==> config.mk <==
export PLATFORM = sky130hd
export DESIGN_NAME = fsm_seq_ctrl
export DESIGN_NICKNAME = d
export VERILOG_FILES = /design/src/rtl/fsm_seq_ctrl.sv
export SDC_FILE = /design/constraint.sdc
export NUM_CORES = 1
export LEC_CHECK = 0
export CAP_MARGIN = 20
export CORE_MARGIN = 10
export CORE_UTILIZATION = 40
export CTS_CLUSTER_DIAMETER = 120
export DETAILED_ROUTE_END_ITERATION = 7
export PLACE_DENSITY_LB_ADDON = 0.2
export SLEW_MARGIN = 15
export SYNTH_ARGS = -nofsm -noshare
export SYNTH_HDL_FRONTEND = slang
export SYNTH_SLANG_ARGS = --single-unit
==> constraint.sdc <==
create_clock -name clk -period 1.62 [get_ports clk]
set_input_delay 0.486 -clock clk [delete_from_list [all_inputs] [get_ports clk]]
set_output_delay 0.486 -clock clk [all_outputs]
set_load 0.02 [all_outputs]
==> src/rtl/fsm_seq_ctrl.sv <==
// fsm_seq_ctrl: sequencing controller for a 4-state Moore pattern FSM.
// Accepts a WIDTH-bit stimulus word and clears the FSM through its reset.
// It then shifts the word into the FSM LSB first and collects the FSM output
// after every bit into a WIDTH-bit result word.
// The result word is returned over a valid/ready handshake.
module fsm_seq_ctrl #(
    parameter int WIDTH = 8
) (
    input  logic             clk,
    input  logic             reset,
    input  logic             start_valid,
    input  logic [WIDTH-1:0] start_data,
    output logic             start_ready,
    output logic             fsm_reset_n,
    output logic             fsm_din,
    input  logic             fsm_dout,
    output logic             result_valid,
    output logic [WIDTH-1:0] result_data,
    input  logic             result_ready,
    output logic             busy
);

    localparam int CNT_W = (WIDTH > 2) ? $clog2(WIDTH) : 1;
    localparam logic [CNT_W-1:0] LAST_BIT = CNT_W'(WIDTH - 1);

    localparam logic [2:0] IDLE  = 3'd0;
    localparam logic [2:0] CLEAR = 3'd1;
    localparam logic [2:0] SHIFT = 3'd2;
    localparam logic [2:0] DRAIN = 3'd3;
    localparam logic [2:0] DONE  = 3'd4;

    logic [2:0]       state;
    logic [2:0]       state_nxt;
    logic [CNT_W-1:0] bit_cnt;
    logic [WIDTH-1:0] shreg;
    logic [WIDTH-1:0] result_q;
    logic             fsm_rst_q;
    logic             accept;

    assign accept = (state == IDLE) && start_valid;

    // Next-state selection for the sequencing FSM
    always_comb begin
        state_nxt = state;
        case (state)
            IDLE:    if (start_valid) state_nxt = CLEAR;
            CLEAR:   state_nxt = SHIFT;
            SHIFT:   if (bit_cnt == LAST_BIT) state_nxt = DRAIN;
            DRAIN:   state_nxt = DONE;
            DONE:    if (result_ready) state_nxt = IDLE;
            default: state_nxt = IDLE;
        endcase
    end

    // State register
    always_ff @(posedge clk or negedge reset) begin
        if (!reset) state <= IDLE;
        else        state <= state_nxt;
    end

    // Bit counter: restarts on accept, advances once per SHIFT cycle
    always_ff @(posedge clk or negedge reset) begin
        if (!reset)                bit_cnt <= '0;
        else if (accept)           bit_cnt <= '0;
        else if (state == SHIFT)   bit_cnt <= bit_cnt + CNT_W'(1);
    end

    // FSM reset is registered from the next state so it cannot glitch;
    // it is low exactly for the CLEAR cycle
    always_ff @(posedge clk or negedge reset) begin
        if (!reset) fsm_rst_q <= 1'b0;
        else        fsm_rst_q <= (state_nxt != CLEAR);
    end

    // Stimulus shift register: loaded on accept, shifted right with 0 fill
    always_ff @(posedge clk) begin
        if (accept)              shreg <= start_data;
        else if (state == SHIFT) shreg <= shreg >> 1;
    end

    // Result capture: the Moore output shows the effect of a bit one cycle
    // after that bit is driven, so each sample lands in the previous bit slot
    always_ff @(posedge clk or negedge reset) begin
        if (!reset) begin
            result_q <= '0;
        end else if (accept) begin
            result_q <= '0;
        end else if (state == SHIFT && bit_cnt != '0) begin
            result_q[bit_cnt - CNT_W'(1)] <= fsm_dout;
        end else if (state == DRAIN) begin
            result_q[WIDTH-1] <= fsm_dout;
        end
    end

    assign start_ready  = (state == IDLE);
    assign busy         = (state != IDLE);
    assign result_valid = (state == DONE);
    assign result_data  = result_q;
    assign fsm_reset_n  = fsm_rst_q;
    assign fsm_din      = (state == SHIFT) & shreg[0];

endmodule

==> impl_summary.txt <==
----------------------------------------------------
[Die]
  Area inside the core boundary ... 0.00281 mm^2
  Die W ... 74.5 um
  Effective utilization at floorplan ... 42.3%
  DIE AREA ... around 0.0055 mm^2
  Row Count ... 19
  Chip Height ... 74.5 um
  Count of boundary I/O pins ... 26

[Synth]
  Cell Area, Synth ... approximately 0.0012 mm^2
  Primary FF master, synth ... sky130_fd_sc_hd__dfrtp_1
  Cell taking the most area after synthesis ... sky130_fd_sc_hd__dfrtp_1
  Number of synthesis warnings ... 0
  Post-synthesis sequential area ratio ... 51.8%
  Cells taking the most area after synthesis ... sky130_fd_sc_hd__dfrtp_1, sky130_fd_sc_hd__edfxtp_1, sky130_fd_sc_hd__mux2_2, sky130_fd_sc_hd__mux2i_1, sky130_fd_sc_hd__ha_1
  Avg Inst Size Synth ... between 10 and 15 um^2
  Number of flops mapped to enable cells by yosys ... 8
  Number of flip-flops and latches in the synthesized netlist ... 23
  Synthesized netlist net count ... 115
  Number of distinct library cells after synthesis ... 34
  Area fraction of the dominant cell type after synthesis ... 31.6%
  Mapped Cells ... 98
  Post-synthesis async set-or-reset flop share ... 65.2%

[Detailed routing]
  DRC errors left ... 0
  Post-route ant nets ... 0
  Drt total wl ... 3.16 mm
  Number of DRC markers after the initial detailed-route iteration ... 67
  Via count ... just under 1k
  First drt pass iteration count ... 4
  Via-to-Cell Ratio ... 5.22
  Post-DR wirelength/cell ... 17.2 um

[CTS]
  Clock slew at reported path FFs ... 130 ps
  Maximum buffer depth of the clock tree ... 2
  Cell at the root of the clock tree ... sky130_fd_sc_hd__clkbuf_4
  TritonCTS Buffers ... 3
  Later-pin clock latency in the skew report ... 310 ps
  TritonCTS clock tree ... built
  Clock sink count ... 23
  H-tree depth ... 1

[GRT]
  Global route total overflow ... 0
  Vias in the first global route ... roughly 1.0k
  Total global routing track utilization ... between 10% and 20%
  Number of antenna violations at the first check in global routing ... 0
  Pin count of the biggest net entering global routing ... 16
  Wire length of the first global-routing pass ... 4.91 mm

[STA]
  Setup slack of the critical path after layout ... -195 ps
  Measured slew at the worst slew-check pin ... about 370 ps
  Slew HR ... about three quarters
  Min Tclk post-route ... approximately 1800 ps
  Largest clock skew in the final design ... roughly 1.4 ps
  Max Fclk ... about 550 MHz
  Setup-violating endpoint count in the final report ... 12
  Period utilization ... 112%
  Final-report hold violation count ... 0
  Min Hold Slack ... 477 ps
  Final slew viol count ... 0
  Unrepaired setup endpoints after global routing ... yes

[Cells and area]
  Area growth from synthesis to layout ... 62.5%
  Number of nets at the end of the flow ... 171
  Top library cells by usage in the layout, fill and taps aside ... sky130_fd_sc_hd__buf_4, sky130_fd_sc_hd__dfrtp_1, sky130_fd_sc_hd__clkdlybuf4s50_1, sky130_fd_sc_hd__buf_6, sky130_fd_sc_hd__dlygate4sd2_1
  Antenna diode count ... 0
  Most frequent standard cell in the layout excluding fill and tap cells ... sky130_fd_sc_hd__buf_4
  Share of layout cells above drive strength 1 ... between 40 and 50%

[Pwr]
  Power per standard cell area ... 2040 mW/mm^2
  Pwr Total ... between 0.003 and 0.004 W
  Pleak ... 0.902 nW
  Peak ir drop on the vdd network ... around 1000 uV

[Place]
  Count of input and output buffers ... 25
  Final weighted congestion of routability-driven global placement ... around 0.79
  Final HPWL DP ... 2.03 mm

[Run status]
  Violated checks ... negative setup slack
  Outcome ... finished with violations

[Worst setup path]
  Arrival time worst endpoint ... between 1000 and 1500 ps
  Slowest-stage cell, CP ... sky130_fd_sc_hd__dfrtp_1
  Critical path required time ... between 1000 and 1500 ps
  Crit path launch type ... register
  Worst stage delay on the critical path ... 450 ps
  Largest fanout on the critical path ... 3
  Launch instance of the worst register-to-register path ... state[1]$_DFF_PN0_
  Endpoint type of the worst setup path ... output pin
  Crit path kind ... register to output pin
  Worst setup path startpoint ... state[0]$_DFF_PN0_
  Worst-path cell chain ... or3_4 > inv_2 > buf_6

[Worst hold path]
  Type of the tightest min-delay check ... input pin to async pin

[Job]
  Number of violations of the max-capacitance limit ... 0

----------------------------------------------------
## layer usage
layer  wire length (um)  share of wire, %  vias to the layer above  track usage, %
met2               1610                51                       25            19.6
met3                232               7.4                        4            3.99
li1                   -                 -                      458               -
met4                 37               1.2                        0            4.41
met1               1280                40                      474            12.7
met5                  0                 0                        -               0
## timing repair
action | 4_1_cts | 5_1_grt
pin swaps | 6 | 8
hold buffers | 0 | 0
gates resized for setup | 51 | 22
setup endpoints to repair | 22 | 29
cloned | 1 | 1
setup buffers | 10 | 4
## flip-flops by register name, indices dropped and copies added, names as in the netlist
signal / cells
shreg: 8
bit_cnt: 3
fsm_reset_n: 1
result_data: 8
state: 3
## worst paths after layout
| check | endpoint | slack (ps) | cells past startpoint |
|---|---|---|---|
| setup / recovery | start_ready | -200 | 3 |
| hold / removal | state[0]$_DFF_PN0_ | 480 | 2 |
| max in group asynchronous | result_data[1]$_DFFE_PN0P_ | 970 | 2 |
| min in group clk | result_data[7]$_DFFE_PN0P_ | 510 | 1 |
| setup reg to reg | shreg[6]$_DFFE_PP_ | -120 | 7 |
| hold reg to reg | result_data[7]$_DFFE_PN0P_ | 510 | 1 |
## cell families after synthesis
group	after synthesis	synth area share, %
simple gates	34	18.7
flops	23	51.8
mux	15	13.5
buf+inv	11	4.42
compound gates	8	5.16
fa+ha+maj	4	4.22
xor+xnor	3	2.21
## synthesized netlist by cell type (all sizes together) (2+ instances only)
cell type  number
dfrtp          15
nor2           10
edfxtp          8
mux2            8
mux2i           7
inv             6
buf             4
ha              4
nand4           4
nand2           3
o21ai           3
and2            2
nand2b          2
nor2b           2
nor4            2
xnor2           2
## critical path: cells and delay by family, from the launching register on
kind | cells | cell delay, ps
buffers and inverters | 2 | 170
and+or+nand+nor | 1 | 390
DFF | 1 | 450
## per-stage QoR
step / instances / instance area, um^2 / setup WS, ps / TNS (ps) / utilization, %
floorplan: 98 / 1210 / -27.5 / -54.6 / -
global placement: 165 / 1590 / -336 / -5990 / 56.7
detailed placement: 165 / 1590 / -382 / -7660 / 56.7
CTS: 179 / 1780 / -205 / -1280 / 63.4
global route: 184 / 1930 / -227 / -2410 / 68.8
finish: 184 / 1930 / -195 / -1520 / 68.8
## power by group
| group | internal, W | total [W] | switching, W |
|---|---|---|---|
| clock | 0.0000924 | 0.000270 | 0.000177 |
| combinational | 0.00141 | 0.00261 | 0.00121 |
| sequential | 0.000906 | 0.00106 | 0.000149 |
## final cells by class
cell class	count	area (um^2)
well taps	31	38.8
multi-input cells	64	667
clock buffers	3	22.5
repair buffers	56	558
fillers	205	876
inverters	6	22.5
flip-flops and latches	23	616
clock inverters	1	5.00
No activity file was read; power rests on OpenSTA's default activity.
